$ cat src/rtl/uart_pkg.sv
// uart_pkg: shared definitions for the buffered UART receiver.
//   - rx_state_t   : receiver FSM state encoding
//   - FRAME_BITS   : bits following the start bit (data + optional parity + stop)
//   - calc_div     : bit period in clock cycles, rounded to nearest
//   - calc_half    : half bit period, used to reach the start-bit midpoint
// Optional feature macro: UART_RX_PARITY_EN (8E1 frames when defined, 8N1 otherwise).
package uart_pkg;

`ifdef UART_RX_PARITY_EN
  typedef enum logic [2:0] {
    ST_IDLE,
    ST_START,
    ST_DATA,
    ST_PARITY,
    ST_STOP,
    ST_WAIT_IDLE
  } rx_state_t;

  localparam int FRAME_BITS = 10;
`else
  typedef enum logic [2:0] {
    ST_IDLE,
    ST_START,
    ST_DATA,
    ST_STOP,
    ST_WAIT_IDLE
  } rx_state_t;

  localparam int FRAME_BITS = 9;
`endif

  function automatic int calc_div(input int clk_freq, input int baud);
    return (clk_freq + baud / 2) / baud;
  endfunction

  function automatic int calc_half(input int clk_freq, input int baud);
    return calc_div(clk_freq, baud) / 2;
  endfunction

endpackage

$ cat src/rtl/uart_rx_fifo.sv
// uart_rx_fifo: first-word-fall-through byte FIFO for the UART receiver.
// Ports:
//   clk, rst    : clock, asynchronous active-high reset
//   push        : write request, push_data is the byte to store
//   pop         : read request, honoured only while valid
//   head        : oldest byte (0 while empty), valid: FIFO not empty
//   count       : occupancy, 0 .. 2**aw
//   push_drop   : combinational, high when a push is refused (full, no pop)
module uart_rx_fifo #(
  parameter int aw = 4
) (
  input  logic          clk,
  input  logic          rst,
  input  logic          push,
  input  logic [7:0]    push_data,
  input  logic          pop,
  output logic [7:0]    head,
  output logic          valid,
  output logic [aw:0]   count,
  output logic          push_drop
);

  localparam int DEPTH = 1 << aw;
  localparam logic [aw:0] FULL_CNT = {1'b1, {aw{1'b0}}};

  logic [7:0]    mem [DEPTH];
  logic [aw-1:0] wr_ptr;
  logic [aw-1:0] rd_ptr;
  logic          empty;
  logic          full;
  logic          pop_ok;
  logic          push_ok;

  assign empty     = (count == '0);
  assign full      = (count == FULL_CNT);
  assign pop_ok    = pop && !empty;
  // A full FIFO still takes a push when the head leaves in the same cycle.
  assign push_ok   = push && (!full || pop_ok);
  assign push_drop = push && !push_ok;

  assign valid = !empty;
  assign head  = empty ? 8'h00 : mem[rd_ptr];

  always_ff @(posedge clk) begin
    if (push_ok) begin
      mem[wr_ptr] <= push_data;
    end
  end

  always_ff @(posedge clk or posedge rst) begin
    if (rst) begin
      wr_ptr <= '0;
      rd_ptr <= '0;
      count  <= '0;
    end else begin
      if (push_ok) begin
        wr_ptr <= wr_ptr + aw'(1);
      end
      if (pop_ok) begin
        rd_ptr <= rd_ptr + aw'(1);
      end
      unique case ({push_ok, pop_ok})
        2'b10:   count <= count + (aw + 1)'(1);
        2'b01:   count <= count - (aw + 1)'(1);
        default: count <= count;
      endcase
    end
  end

endmodule

$ cat src/rtl/uart_rx_buffered.sv
// uart_rx_buffered: UART receive front end with a FWFT byte queue.
// Ports:
//   clk, rst    : system clock, asynchronous active-high reset
//   uart_rxd    : serial input, idle high, asynchronous to clk
//   rx_data     : FIFO head byte, valid while rx_valid
//   rx_valid    : FIFO not empty
//   rx_ready    : consumer pops the head when rx_valid && rx_ready
//   rx_count    : FIFO occupancy
//   overrun     : 1-cycle pulse, complete frame dropped because FIFO full
//   frame_err   : 1-cycle pulse, stop bit sampled low
//   parity_err  : 1-cycle pulse, parity mismatch (tied 0 without parity)
// Optional feature macro: UART_RX_PARITY_EN selects 8E1 instead of 8N1.
module uart_rx_buffered
  import uart_pkg::*;
#(
  parameter int clk_freq       = 100000000,
  parameter int uart_baud_rate = 1152000,
  parameter int fifo_aw        = 4
) (
  input  logic               clk,
  input  logic               rst,
  input  logic               uart_rxd,
  output logic [7:0]         rx_data,
  output logic               rx_valid,
  input  logic               rx_ready,
  output logic [fifo_aw:0]   rx_count,
  output logic               overrun,
  output logic               frame_err,
  output logic               parity_err
);

  localparam int DIV   = calc_div(clk_freq, uart_baud_rate);
  localparam int HALF  = calc_half(clk_freq, uart_baud_rate);
  localparam int CNT_W = $clog2(DIV + 1);
  localparam logic [CNT_W-1:0] HALF_LOAD = CNT_W'(HALF - 1);
  localparam logic [CNT_W-1:0] DIV_LOAD  = CNT_W'(DIV - 1);

  logic             rxd_meta;
  logic             rxs;
  rx_state_t        state;
  rx_state_t        state_n;
  logic [CNT_W-1:0] cnt;
  logic [CNT_W-1:0] cnt_n;
  logic [2:0]       bit_idx;
  logic [2:0]       bit_idx_n;
  logic [7:0]       shift;
  logic [7:0]       shift_n;
  logic             tick;
  logic             push;
  logic             ferr_set;
  logic             push_drop;
`ifdef UART_RX_PARITY_EN
  logic             par_bad;
  logic             par_bad_n;
  logic             perr_set;
`endif

  // Stage: two-flop synchroniser, idles high so reset never looks like a start bit
  always_ff @(posedge clk or posedge rst) begin
    if (rst) begin
      rxd_meta <= 1'b1;
      rxs      <= 1'b1;
    end else begin
      rxd_meta <= uart_rxd;
      rxs      <= rxd_meta;
    end
  end

  assign tick = (cnt == '0);

  // Stage: receiver FSM, next-state and sample decisions
  always_comb begin
    state_n   = state;
    cnt_n     = tick ? cnt : cnt - CNT_W'(1);
    bit_idx_n = bit_idx;
    shift_n   = shift;
    push      = 1'b0;
    ferr_set  = 1'b0;
`ifdef UART_RX_PARITY_EN
    par_bad_n = par_bad;
    perr_set  = 1'b0;
`endif
    unique case (state)
      ST_IDLE: begin
        if (!rxs) begin
          cnt_n   = HALF_LOAD;
          state_n = ST_START;
        end
      end
      ST_START: begin
        if (tick) begin
          if (!rxs) begin
            cnt_n     = DIV_LOAD;
            bit_idx_n = 3'd0;
            state_n   = ST_DATA;
`ifdef UART_RX_PARITY_EN
            par_bad_n = 1'b0;
`endif
          end else begin
            // Line bounced back high before mid-start: treat as noise.
            state_n = ST_IDLE;
          end
        end
      end
      ST_DATA: begin
        if (tick) begin
          shift_n   = {rxs, shift[7:1]};
          cnt_n     = DIV_LOAD;
          bit_idx_n = bit_idx + 3'd1;
          if (bit_idx == 3'd7) begin
`ifdef UART_RX_PARITY_EN
            state_n = ST_PARITY;
`else
            state_n = ST_STOP;
`endif
          end
        end
      end
`ifdef UART_RX_PARITY_EN
      ST_PARITY: begin
        if (tick) begin
          // Even parity: data bits plus parity bit carry an even number of ones.
          par_bad_n = rxs ^ (^shift);
          cnt_n     = DIV_LOAD;
          state_n   = ST_STOP;
        end
      end
`endif
      ST_STOP: begin
        if (tick) begin
          if (!rxs) begin
            ferr_set = 1'b1;
            state_n  = ST_WAIT_IDLE;
          end else begin
`ifdef UART_RX_PARITY_EN
            if (par_bad) begin
              perr_set = 1'b1;
            end else begin
              push = 1'b1;
            end
`else
            push = 1'b1;
`endif
            // Leaving at mid-stop leaves half a bit to catch the next start edge.
            state_n = ST_IDLE;
          end
        end
      end
      ST_WAIT_IDLE: begin
        if (rxs) begin
          state_n = ST_IDLE;
        end
      end
      default: state_n = ST_IDLE;
    endcase
  end

  // Stage: FSM and bit-timing registers
  always_ff @(posedge clk or posedge rst) begin
    if (rst) begin
      state   <= ST_IDLE;
      cnt     <= '0;
      bit_idx <= 3'd0;
`ifdef UART_RX_PARITY_EN
      par_bad <= 1'b0;
`endif
    end else begin
      state   <= state_n;
      cnt     <= cnt_n;
      bit_idx <= bit_idx_n;
`ifdef UART_RX_PARITY_EN
      par_bad <= par_bad_n;
`endif
    end
  end

  always_ff @(posedge clk) begin
    shift <= shift_n;
  end

  // Stage: status pulses, registered so they land the cycle after the stop sample
  always_ff @(posedge clk or posedge rst) begin
    if (rst) begin
      overrun   <= 1'b0;
      frame_err <= 1'b0;
    end else begin
      overrun   <= push_drop;
      frame_err <= ferr_set;
    end
  end

`ifdef UART_RX_PARITY_EN
  always_ff @(posedge clk or posedge rst) begin
    if (rst) begin
      parity_err <= 1'b0;
    end else begin
      parity_err <= perr_set;
    end
  end
`else
  assign parity_err = 1'b0;
`endif

  uart_rx_fifo #(
    .aw (fifo_aw)
  ) u_fifo (
    .clk       (clk),
    .rst       (rst),
    .push      (push),
    .push_data (shift),
    .pop       (rx_ready),
    .head      (rx_data),
    .valid     (rx_valid),
    .count     (rx_count),
    .push_drop (push_drop)
  );

endmodule

$ cat config.mk
export PLATFORM = sky130hd
export DESIGN_NAME = uart_rx_buffered
export DESIGN_NICKNAME = d
export VERILOG_FILES = /design/src/rtl/uart_pkg.sv /design/src/rtl/uart_rx_fifo.sv /design/src/rtl/uart_rx_buffered.sv
export SDC_FILE = /design/constraint.sdc
export NUM_CORES = 1
export LEC_CHECK = 0
export BUFFER_PORTS_ARGS = -buffer_cell sky130_fd_sc_hd__clkbuf_2
export CORE_MARGIN = 5
export CORE_UTILIZATION = 31
export CTS_BUF_LIST = sky130_fd_sc_hd__clkbuf_16
export CTS_CLUSTER_SIZE = 28
export DETAILED_ROUTE_END_ITERATION = 7
export PLACE_DENSITY = 0.54
export SYNTH_ARGS = -nofsm -noshare
export SYNTH_HDL_FRONTEND = slang
export SYNTH_HIERARCHICAL = 1
export SYNTH_SLANG_ARGS = --single-unit
$ cat constraint.sdc
create_clock -name clk -period 10.5 [get_ports clk]
set_clock_uncertainty 0.15 [all_clocks]
set_input_delay 0.525 -clock clk [delete_from_list [all_inputs] [get_ports clk]]
set_output_delay 0.525 -clock clk [all_outputs]
set_load 0.02 [all_outputs]
# Word-level counts from Yosys, hierarchy flattened
# Memories as Yosys holds them, arrays and structs flattened.
# Cells that the tools add are included.
[op_classes]
addsub = 6
mul = 0
n_div = 0
n_lt_le_gt_ge = 0
eq_ne = 15
shifts = 0
muxes = 29
n_bitwise = 0
n_reduce_logical = 15
[op_table]
columns = ["operator", "count"]
rows = [
  ["7-bit two-way mux", 5],
  ["3-bit two-way mux", 10],
  ["7-bit case mux with 3 select lines", 1],
  ["3-bit case mux with 5 select lines", 1],
  ["2-bit inequality test, second input constant", 7],
  ["5-bit case mux with 2 select lines", 1],
  ["4-bit by 1-bit adder with 4-bit output, second input constant", 2],
  ["1-bit two-way mux", 8],
  ["8-bit two-way mux", 1],
  ["7-bit logical NOT", 1],
  ["7-bit by 1-bit subtractor with 7-bit output, second input constant", 1],
  ["3-bit by 2-bit equality test with 1-bit output, second input constant", 2],
  ["3-bit equality test, second input constant", 2],
  ["3-bit case mux with 2 select lines", 1],
  ["6-bit AND reduction", 1],
  ["5-bit by 1-bit adder with 5-bit output, second input constant", 1],
  ["5-bit equality test, second input constant", 1],
  ["5-bit logical NOT", 1],
  ["5-bit by 1-bit subtractor with 5-bit output, second input constant", 1],
  ["4-bit AND reduction", 1],
  ["2-bit nonzero test", 2],
  ["3-bit by 1-bit adder with 3-bit output, second input constant", 1],
  ["3-bit by 1-bit equality test with 1-bit output, second input constant", 1],
  ["1-bit logical AND", 3],
  ["other kinds (7)", 9],
]
[totals]
register_bits = 38
latchBits = 0
mem_bits_rw = 128
romBits = 0
input_bits = 4
output_inout_bits = 17
elab_cells = 77
n_memories = 1
[memory_table]
columns = ["name", "depth", "width", "read_ports", "rd_clocked_by_memory_dff", "wr", "line_no", "text"]
rows = [
  ["u_fifo.mem", 16, 8, 1, 0, 1, "uart_rx_fifo.sv:26", "logic [7:0] mem [DEPTH];"],
]

# Depth between registers and ports, before layout
# Gate-level depths: netlist (run 1).
[depth]
word_depth = 7
depth_mapped = 14
mapped_depth_nobuf = 12

# Cells and area by module
# The synthesis (run 1) kept the hierarchy.
[by_module_without_submodules]
columns = ["mod", "instances", "cells_each", "area_per_inst_um2", "seq_area_each_um2"]
rows = [
  ["uart_rx_fifo", 1, 306, 5866.9, 4169.0],
  ["uart_rx_buffered", 1, 101, 1184.9, 668.1],
]

# Worst setup path before layout (run 1)
# OpenSTA, ideal clock, no wires.
[synth_path]
path_type = "register -> register"
start = "reg cnt[0]"
end = "mem u_fifo.mem[0][0] (enable)"
setup_ns = 0.395
arrival_ns = 3.221
setup_slack_ns = 6.735
stages_incl_launch_ff = 10
synth_period_minus_slack_ns = 3.765
path_cell_list = "dfrtp_1 inv_1 ha_1 or4b_1 clkbuf_2 or4_4 nor2_1 clkbuf_1 a21bo_2 nor4_1"
[synth_via]
elab_chain_cells = 6
[synth_rtl]
columns = ["item", "line_no", "text"]
rows = [
  ["start: declaration", "uart_rx_buffered.sv:42", "logic [CNT_W-1:0] cnt;"],
  ["start signal: assignment", "uart_rx_buffered.sv:169", "cnt <= cnt_n;"],
  ["7-bit logical NOT", "uart_rx_buffered.sv:69", "assign tick = (cnt == '0);"],
  ["1-bit two-way mux", "uart_rx_buffered.sv:130", "if (tick) begin"],
  ["1-bit two-way mux", "uart_rx_buffered.sv:83", "unique case (state)"],
  ["via push", "uart_rx_buffered.sv:49", "logic push;"],
  ["1-bit logical AND", "uart_rx_fifo.sv:38", "assign push_ok = push && (!full || pop_ok);"],
  ["1-bit two-way mux", "uart_rx_fifo.sv:45", "if (push_ok) begin"],
  ["1-bit two-way mux (not written as such)", "uart_rx_fifo.sv:46", "mem[wr_ptr] <= push_data;"],
  ["end: declaration", "uart_rx_fifo.sv:26", ""],
]
# The timed path passes the listed nets, and every way through them passes these cells.

# Worst setup path after layout (run 1)
[layout_path]
start = "reg cnt[0]"
end = "mem u_fifo.mem[13][7] (enable)"
# The elaborated chain is that of the path after synthesis.

==> impl_results.md, run 1 <==
- Core ar.: 22500 um2
- Chip Width: 161 um
- Worst-skew pair later-pin latency: 0.42 ns
- Chip height: 161 um
- Seq. cell area: 4840 um2
- Drt wl/cell: 19.0 um
- Clock Tree Root: clkbuf_16
- Pin count of the biggest net entering global routing: 36
- Row count: 55
- Number of buffers created by CTS: 17
- Setup TNS: 0 ns
- Critical path class: flip-flop to flip-flop
- Vias: 3598
- CTS max path bufs: 2
- Commonest cells in the netlist: edfxtp_1, mux4_2, dfrtp_1
- Vias in the first global route: 3807
- Area grow syn2layout: 14.0%
- Synth top area share: 57.9%
- Worst endpoint data arrival time: 4.13 ns
- Filler cell count: 2100
- Starting Density: 31.3%
- Slew of the pin with the lowest slew margin: 1.03 ns
- Multiplexer area fraction after synthesis: 13.7%
- Worst EP required: 10.39 ns
- CTS tree: yes
- DRT Pass-1 Iters: 4
- Synth warnings: 6
- Synth Register Bits: 166
- Port bufs: 19
- Max cap viols: 0
- GPL Wtd Cong: 0.727
- Nets@finish: 449
- Synth Cell Area: 7050 um2
- Register area share after synthesis: 68.6%
- Post-synthesis adder-cell area fraction: 2.59%
- Multi-input logic area: 2030 um2
- Power Density: 250 nW/um2
- Largest area contributor in the netlist: edfxtp_1
- Total track usage: 11.4%
- 1st-iter DRT viols: 264
- Grt total ovfl: 0
- Synth Area in Compound Gates: 5.06%
- Number of distinct library cells after synthesis: 62
- Syn Nets: 425
- Final worst path period need: 4.23 ns
- Critical path peak fanout: 10
- Synth Flop Type: edfxtp_1
- Final WL: 13.9 mm
- Finished Layout Cells: 730
- Startpoint types: flip-flop
- Routed Antenna Nets: 0
- # IOs: 21
- Post-synth EDFFs: 136
- Fmax: 236 MHz
- Leakage power: 2.76 nW
- Avg Vias per Cell: 4.93
- Worst rel slew slack: 31.1%
- Initial antenna violation count: 0
- Status: finished clean
- Drt drc: 0
- Synthesized-area fraction occupied by and/or/nand/nor cells: 6.03%
- Worst hold path class: input pin to flip-flop
- Global-route wire length before repair: 22.2 mm
- Largest family of logic cells by synthesized area: multiplexers
- Dpl hpwl: 9.07 mm
- Async set-reset flop share out of synthesis: 18.1%
- Final Hold Fails: 0
- Unrepaired setup endpoints after global routing: no
- CTS clk-pin slew, worst paths: 0.07 ns
- Avg Inst Size Synth: 17.3 um2
- Post-Place Setup Slack: 6.29 ns
- H-tree Lvls: 4
- Setup crit end kind: flip-flop
- Layout cell share with drive strength beyond 1: 25.2%
- Xor/xnor share of the synthesized area: 1.37%
- Slew Viols, Final: 0
- Cells after synthesis: 407
- Final setup violation count: 0
- Top-count cell post-synth: edfxtp_1
- Final setup margin: 6.27 ns
- CTS Sinks: 166
- Die area: 25900 um2
- Placed Instances: 696
- Period utilisation layout: 40.3%
- Worst vdd ir: 137 uV
- Top post-synthesis cells by area: edfxtp_1, mux4_2, dfrtp_1
-- cell usage in the layout (no fill, tap or decap), types with 3 or more instances in the layout --
| cell type | instances |
|---|---|
| o21ai_1 | 8 |
| mux2i_1 | 10 |
| nor2_1 | 17 |
| ha_1 | 13 |
| nand2_1 | 5 |
| nor4_1 | 4 |
| inv_1 | 18 |
| nand3_1 | 6 |
| mux4_2 | 32 |
| edfxtp_1 | 136 |
| nand3b_1 | 3 |
| xnor2_1 | 10 |
| a21oi_1 | 11 |
| clkbuf_2 | 19 |
| buf_4 | 6 |
| dfrtp_1 | 27 |
| inv_6 | 5 |
| nor3b_1 | 4 |
| or3_1 | 4 |
| clkbuf_16 | 17 |
| o21ai_0 | 4 |
| and2_1 | 8 |
| nand4_1 | 3 |
| mux2_2 | 10 |
-- metal layers --
metal | vias up | global-route usage (%) | wire length (um)
met5 | - | 0 | 0
met4 | 0 | 3.72 | 198
met3 | 14 | 2.51 | 519
met2 | 62 | 17.5 | 6580
met1 | 1867 | 16.1 | 6550
li1 | 1655 | - | -
-- logic make-up (layout without fill, tap and decap cells) --
family          Yosys count  count (layout)
mux                      54              54
buf+inv                  39              76
compound gates           50              50
xor+xnor                 11              11
other cells               1               2
fa+ha+maj                14              14
flops                   166             166
simple gates             72              72
-- final timing paths --
check                         start                end  slack, ns  cells past startpoint
max                          cnt[0]  u_fifo/mem[13][7]       6.27                      8
min                        uart_rxd           rxd_meta       0.03                      1
max reg2reg                  cnt[0]  u_fifo/mem[13][7]       6.27                      8
min reg2reg                rxd_meta                rxs       0.21                      0
max in group asynchronous       rst         bit_idx[2]       9.19                      3
min in group asynchronous       rst    u_fifo/count[3]       0.54                      3
-- critical path, cell delays in order, from the launching register on --
cell      delay (ns)
dfrtp_1         0.39
inv_1           0.13
ha_1            0.18
or4b_1          0.59
or4_4           0.59
nor2_1          0.50
a21boi_1        0.51
nand3_1         0.22
nor2_1          0.60
-- cell type report --
| type | count | area share (%) |
|---|---|---|
| Clock inverter | 15 | 2.10 |
| Antenna cell | 1 | 0.0311 |
| Inverter | 18 | 0.841 |
| Clock buffer | 17 | 5.29 |
| Tap cell | 285 | 4.44 |
| Sequential cell | 166 | 60.2 |
| Multi-Input combinational cell | 202 | 25.2 |
| Timing Repair Buffer | 26 | 1.87 |
-- registers in the layout, summed over array words and instances, names as in the netlist --
signal,cells
overrun,1
u_fifo/wr_ptr,4
u_fifo/count,5
u_fifo/mem,128
frame_err,1
rxd_meta,1
bit_idx,3
u_fifo/rd_ptr,4
rxs,1
shift,8
cnt,7
state,3
-- report_power, final --
group / internal [W] / leakage [nW] / total [W] / switching (W)
logic: 0.000274 / 0.892 / 0.000563 / 0.000288
clock network: 0.000356 / 0.289 / 0.000619 / 0.000262
registers: 0.000741 / 1.58 / 0.000830 / 0.0000887
-- what timing repair did --
action | in CTS | in global routing
gates resized for setup | 0 | 0
hold buffers | 1 | 0
endpoints found under the hold margin | 8 | 0
buffers inserted | 0 | 0
-- through the flow --
stage / instance area, um2 / total power [W] / hold WS, ns / utilization [%]
6_report: 8040 / 0.00201 / 0.0336 / 35.7
5_1_grt: 8040 / 0.00213 / 0.0174 / 35.7
4_1_cts: 8040 / 0.00204 / 0.0156 / 35.7
3_5_place_dp: 7430 / 0.00142 / 0.199 / 33.0
3_3_place_gp: 7430 / 0.00140 / 0.196 / 33.0
2_1_floorplan: 7050 / 0.00127 / 0.195 / -
No activity file was read; power rests on OpenSTA's default activity.
==> run 2: changes to the inputs <==
clock period = 4.1 ns   (was 10.5 ns; I/O delays follow)
==> run 2 against run 1 <==
  * Wire length decreased by 2.0%
  * Worst setup slack worse by 5.9 ns
  * Register-to-register slack got worse by 5.9 ns
  * Total power increased by 150%
  * Worst hold slack gained 0.040 ns
  * Non-clock buffer count is 8 higher
  * Via count decreased by 0.72%
  * Fmax rose by 14%
  * Largest cell class unchanged
  * Largest power group unchanged
==> impl_results.md, run 2 (synthesized netlist as in run 1, its figures left out) <==
- Status: finished clean (unchanged)
- # diodes: 0 (was 1)
- Reg2Reg Capture Point: u_fifo/mem[11][4] (was u_fifo/mem[13][7])
- Hold-critical path endpoint: u_fifo/rd_ptr[2] (was rxd_meta)
- Port bufs: 19 (unchanged)
- H-tree Lvls: 4 (unchanged)
- Layout cell share with drive strength beyond 1: 25.9% (was 25.2%)
- Starting Density: 31.3% (unchanged)
- Worst reg-to-reg path cell count: 8 (unchanged)
- CP max-delay cell: or4b_1 (was nor2_1)
- Top Registers: u_fifo/mem: 128 flops, shift: 8 flops, cnt: 7 flops (unchanged)
- Most common cell after layout, fill and taps aside: edfxtp_1 (unchanged)
- CTS Sinks: 166 (unchanged)
- Post-CTS Hold Buffers: 2 (was 1)
- Area grow syn2layout: 13.9% (was 14.0%)
- Post-DP Area: 7480 um2 (was 7430 um2)
- Pin count of the biggest net entering global routing: 20 (was 36)
- Critical Path, Cell by Cell: inv_1 > ha_1 > or4b_1 > or4_4 > nor2_1 > a21bo_2 > nor3b_1 > and2_1 (was inv_1 > ha_1 > or4b_1 > or4_4 > nor2_1 > a21boi_1 > nand3_1 > nor2_1)
- Power Density: 622 nW/um2 (was 250 nW/um2)
- Worst hold path class: input pin to flip-flop (unchanged)
- Routed wl met2: 6.30 mm (was 6.58 mm)
- GPL Wtd Cong: 0.765 (was 0.727)
- Vias: 3572 (was 3598)
- Number of cells upsized or downsized after cts: 0 (unchanged)
- Worst rel slew slack: 42.0% (was 31.1%)
- Final setup violation count: 0 (unchanged)
- Critical path class: flip-flop to flip-flop (unchanged)
- Slew Viols, Final: 0 (unchanged)
- Slew of the pin with the lowest slew margin: 0.858 ns (was 1.03 ns)
- Hold path depth: 3 (was 1)
- 1st-iter DRT viols: 205 (was 264)
- Startpoint types: flip-flop (unchanged)
- Fmax: 268 MHz (was 236 MHz)
- Routed Antenna Nets: 0 (unchanged)
- DRT Pass-1 Iters: 4 (unchanged)
- Final Hold Fails: 0 (unchanged)
- Initial antenna violation count: 0 (unchanged)
- Core ar.: 22500 um2 (unchanged)
- Wl on met1: 6.67 mm (was 6.55 mm)
- FF-to-FF Start: cnt[0] (unchanged)
- Max cap viols: 0 (unchanged)
- Max incr delay on CP: 0.58 ns (was 0.60 ns)
- Clock Tree Root: clkbuf_16 (unchanged)
- Drt drc: 0 (unchanged)
- Total track usage: 11.0% (was 11.4%)
- Period utilisation layout: 90.8% (was 40.3%)
- # IOs: 21 (unchanged)
- Avg Vias per Cell: 4.85 (was 4.93)
- Number of buffers created by CTS: 17 (unchanged)
- Chip Width: 161 um (unchanged)
- Chip height: 161 um (unchanged)
- FF-to-FF setup slack: 0.38 ns (was 6.27 ns)
- Grt total ovfl: 0 (unchanged)
- Biggest register: u_fifo/mem (unchanged)
- Drt wl/cell: 18.4 um (was 19.0 um)
- Dpl hpwl: 9.10 mm (was 9.07 mm)
- Max reg flops: 128 (unchanged)
- Final worst path period need: 3.72 ns (was 4.23 ns)
- Design Area, Final: 8040 um2 (about the same)
- Most frequent cells in the layout: edfxtp_1, mux4_2, dfrtp_1 (unchanged)
- Row count: 55 (unchanged)
- Worst vdd ir: 302 uV (was 137 uV)
- Nets@finish: 457 (was 449)
- Leakage power: 2.78 nW (was 2.76 nW)
- Critical path buffers and inverters: 1 (unchanged)
- Final WL: 13.6 mm (was 13.9 mm)
- CTS tree: yes (unchanged)
- Postcts setup bufs: 0 (unchanged)
- Worst endpoint data arrival time: 3.64 ns (was 4.13 ns)
- Worst-skew pair later-pin latency: 0.42 ns (about the same)
- Top sig layer: met4 (unchanged)
- Unrepaired setup endpoints after global routing: no (unchanged)
- WL met3: 430 um (was 519 um)
- Setup TNS: 0 ns (unchanged)
- Hold path start: rx_ready (was uart_rxd)
- Vias in the first global route: 3671 (was 3807)
- CTS max path bufs: 2 (unchanged)
- Setup crit end kind: flip-flop (unchanged)
- Global-route wire length before repair: 21.6 mm (was 22.2 mm)
- Critical path peak fanout: 8 (was 10)
- CTS clk-pin slew, worst paths: 0.07 ns (about the same)
- Worst EP required: 4.01 ns (was 10.39 ns)
- Die area: 25900 um2 (unchanged)
- Critical path's top delay family: simple AND/OR/NAND/NOR gates (unchanged)
[run 2: worst max path at each step]
stage	from	to	slack (ns)	cells after the start
6_report	cnt[0]	u_fifo/mem[11][4]	0.38	8
5_1_grt	cnt[0]	u_fifo/count[4]	0.10	12
4_1_cts	cnt[0]	u_fifo/mem[11][4]	0.39	8
3_5_place_dp	cnt[0]	u_fifo/mem[11][1]	0.40	8
3_3_place_gp	cnt[0]	u_fifo/mem[10][3]	0.48	8
2_1_floorplan	cnt[0]	u_fifo/mem[0][0]	0.33	9
[run 2: layer usage]
metal,global-route usage (%),vias up
met3,2.77,11
met1,15.4,1828
met5,0,-
met4,3.53,0
li1,-,1666
met2,16.9,67
[run 2: report_power, final]
part	leakage (nW)	total (W)	switching [W]	internal, W
sequential	1.58	0.00213	0.000235	0.00190
combinational	0.933	0.00144	0.000732	0.000706
clock	0.265	0.00143	0.000647	0.000778
[run 2: area by class of cell]
class,instances,area (um2)
Sequential cell,166,4840
Clock buffer,17,425
Fill cell,2083,14500
Clock inverter,15,106
Timing Repair Buffer,34,213
Tap cell,285,357
Inverter,18,67.6
Multi-Input combinational cell,202,2030
[run 2: worst min-delay path, stage by stage]
cell and delay (ns):
clkbuf_2 0.19, nand3_1 0.13, xnor2_1 0.07
[run 2: stage by stage]
step	util, %	worst slack (ns)	power, W	instances	hold slack (ns)
4_1_cts	35.7	0.390	0.00507	737	0.0337
2_1_floorplan	-	0.335	0.00326	407	-0.0680
6_report	35.7	0.375	0.00500	737	0.0737
3_5_place_dp	33.3	0.402	0.00363	703	0.147
5_1_grt	35.7	0.101	0.00527	737	0.0667
3_3_place_gp	33.3	0.478	0.00361	703	0.144
==> run 3: changes to the inputs <==
clock period = 4.5 ns   (was 4.1 ns; I/O delays follow)
==> run 3 against run 2 <==
  * Clock power up 10%
  * Flip-flop and latch count unchanged
  * Die area unchanged
  * First-iteration DRC count down 6.3%
  * Worst setup slack better by 0.36 ns
  * Cell area up 1.2%
  * Combinational power down 11%
  * Worst hold slack better by 0.012 ns
  * Cell count down 0.27%
  * Sequential power down 8%
  * Utilization up 0.43 points
  * Total power down 3.1%
  * Largest power group unchanged
  * Highest routed layer unchanged
==> impl_results.md, run 3 (synthesized netlist as in run 1, its figures left out) <==
- Post-CTS Hold Buffers: 2 (unchanged)
- Period utilisation layout: 83.7% (was 90.8%)
- Total track usage: 11.1% (was 11.0%)
- CTS max path bufs: 2 (unchanged)
- Slew Viols, Final: 0 (unchanged)
- WHS: 0.0857 ns (was 0.0737 ns)
- Reg2Reg Capture Point: u_fifo/mem[9][4] (was u_fifo/mem[11][4])
- Final setup margin: 0.733 ns (was 0.375 ns)
- Chip height: 161 um (unchanged)
- Number of buffers created by CTS: 17 (unchanged)
- Critical path class: flip-flop to flip-flop (unchanged)
- CTS Sinks: 166 (unchanged)
- Worst hold path class: input pin to flip-flop (unchanged)
- Clock Tree Root: clkbuf_16 (unchanged)
- Top Registers: u_fifo/mem: 128 flops, shift: 8 flops, cnt: 7 flops (unchanged)
- Routed Antenna Nets: 0 (unchanged)
- Critical path peak fanout: 10 (was 8)
- Fmax: 265 MHz (was 268 MHz)
- Biggest register: u_fifo/mem (unchanged)
- Most frequent cells in the layout: edfxtp_1, mux4_2, dfrtp_1 (unchanged)
- Avg Vias per Cell: 4.89 (was 4.85)
- # IOs: 21 (unchanged)
- Dpl hpwl: 8.98 mm (was 9.10 mm)
- Drt drc: 0 (unchanged)
- Worst rel slew slack: 32.1% (was 42.0%)
- Setup TNS: 0 ns (unchanged)
- FF-to-FF setup slack: 0.73 ns (was 0.38 ns)
- Post-layout power: 0.00484 W (was 0.00500 W)
- Port bufs: 19 (unchanged)
- # diodes: 0 (unchanged)
- Core ar.: 22500 um2 (unchanged)
- Slew of the pin with the lowest slew margin: 1.02 ns (was 0.858 ns)
- Initial antenna violation count: 0 (unchanged)
- H-tree Lvls: 4 (unchanged)
- GPL Wtd Cong: 0.747 (was 0.765)
- Final Hold Fails: 0 (unchanged)
- Grt total ovfl: 0 (unchanged)
- Worst vdd ir: 313 uV (was 302 uV)
- Max cap viols: 0 (unchanged)
- Die area: 25900 um2 (unchanged)
- Final WL: 13.9 mm (was 13.6 mm)
- Hold path start: rx_ready (unchanged)
- Layout cell share with drive strength beyond 1: 26.0% (was 25.9%)
- DRT Pass-1 Iters: 4 (unchanged)
- CTS clk-pin slew, worst paths: 0.07 ns (about the same)
- Post-Place Setup Slack: 0.722 ns (was 0.402 ns)
- Vias: 3595 (was 3572)
- Critical path buffers and inverters: 2 (was 1)
- Critical path's top delay family: simple AND/OR/NAND/NOR gates (unchanged)
- Worst-skew pair later-pin latency: 0.42 ns (about the same)
- Hold path depth: 3 (unchanged)
- Unrepaired setup endpoints after global routing: no (unchanged)
- Worst endpoint data arrival time: 3.68 ns (was 3.64 ns)
- Status: finished clean (unchanged)
- Nets@finish: 455 (was 457)
- CTS tree: yes (unchanged)
- Max reg flops: 128 (unchanged)
- Critical Path, Cell by Cell: inv_1 > ha_1 > or4b_1 > or4_4 > nor2_1 > buf_4 > a21bo_2 > nor3b_1 > and2_1 (was inv_1 > ha_1 > or4b_1 > or4_4 > nor2_1 > a21bo_2 > nor3b_1 > and2_1)
- Power Density: 595 nW/um2 (was 622 nW/um2)
- Postcts setup bufs: 0 (unchanged)
- Final setup violation count: 0 (unchanged)
- Final worst path period need: 3.77 ns (was 3.72 ns)
- Row count: 55 (unchanged)
- Startpoint types: flip-flop (unchanged)
- Pin count of the biggest net entering global routing: 36 (was 20)
- Starting Density: 31.3% (unchanged)
- Hold-critical path endpoint: u_fifo/rd_ptr[2] (unchanged)
- Drt wl/cell: 18.8 um (was 18.4 um)
- Vias in the first global route: 3761 (was 3671)
- FF-to-FF Start: cnt[0] (unchanged)
- Chip Width: 161 um (unchanged)
- Leakage power: 2.82 nW (was 2.78 nW)
- Worst EP required: 4.42 ns (was 4.01 ns)
- Global-route wire length before repair: 21.9 mm (was 21.6 mm)
- Setup crit end kind: flip-flop (unchanged)
- Area grow syn2layout: 15.3% (was 13.9%)
- Max incr delay on CP: 0.59 ns (was 0.58 ns)
- Most common cell after layout, fill and taps aside: edfxtp_1 (unchanged)
- Worst reg-to-reg path cell count: 9 (was 8)
- CP max-delay cell: or4b_1 (unchanged)
- Number of cells upsized or downsized after cts: 0 (unchanged)
- 1st-iter DRT viols: 192 (was 205)
-- run 3: cell types whose count changed in the layout (fill, tap and decap cells not counted) --
| cell | change |
|---|---|
| inv_8 | +1 |
| inv_1 | -1 |
| clkinv_1 | -1 |
| clkinv_4 | -2 |
| clkinv_8 | +1 |
| buf_4 | -2 |
| clkinv_2 | -2 |
| bufinv_16 | +4 |
-- run 3: worst max-delay path by stage --
stage / end / slack (ns) / from / cells past startpoint
after floorplan: u_fifo/mem[0][0] / 0.73 / cnt[0] / 9
after global placement: u_fifo/mem[8][7] / 0.84 / cnt[0] / 9
after detailed placement: u_fifo/mem[9][6] / 0.72 / cnt[0] / 9
after CTS: u_fifo/mem[9][4] / 0.71 / cnt[0] / 9
after global routing: u_fifo/mem[9][2] / 0.47 / cnt[0] / 9
final: u_fifo/mem[9][4] / 0.73 / cnt[0] / 9
-- run 3: worst min-delay path: stages --
cell and delay [ns]:
clkbuf_2 0.19, nand3_1 0.13, xnor2_1 0.07
-- run 3: final cells by class --
cell class	count	area, um2
flip-flops and latches	166	4840
clock buffers	17	425
clock inverters	15	219
well taps	285	357
repair buffers	32	198
fillers	2078	14400
multi-input cells	202	2030
inverters	18	67.6
-- run 3: metrics by stage --
stage | utilization [%] | area (um2) | instances
floorplan | - | 7050 | 407
global placement | 33.2 | 7470 | 701
detailed placement | 33.2 | 7470 | 701
CTS | 36.1 | 8130 | 735
global route | 36.1 | 8130 | 735
finish | 36.1 | 8130 | 735
-- run 3: layer usage --
| layer | global-route usage, % | vias up | routed length (um) |
|---|---|---|---|
| met5 | 0 | - | 0 |
| met2 | 17.5 | 83 | 6510 |
| met4 | 3.10 | 0 | 104 |
| met3 | 2.75 | 7 | 756 |
| li1 | - | 1665 | - |
| met1 | 15.3 | 1840 | 6480 |
-- run 3: report_power, final --
part | total (W) | switching [W] | internal [W]
Clock | 0.00158 | 0.000637 | 0.000947
Combinational | 0.00128 | 0.000642 | 0.000641
Sequential | 0.00197 | 0.000244 | 0.00173
Total | 0.00484 | 0.00152 | 0.00332
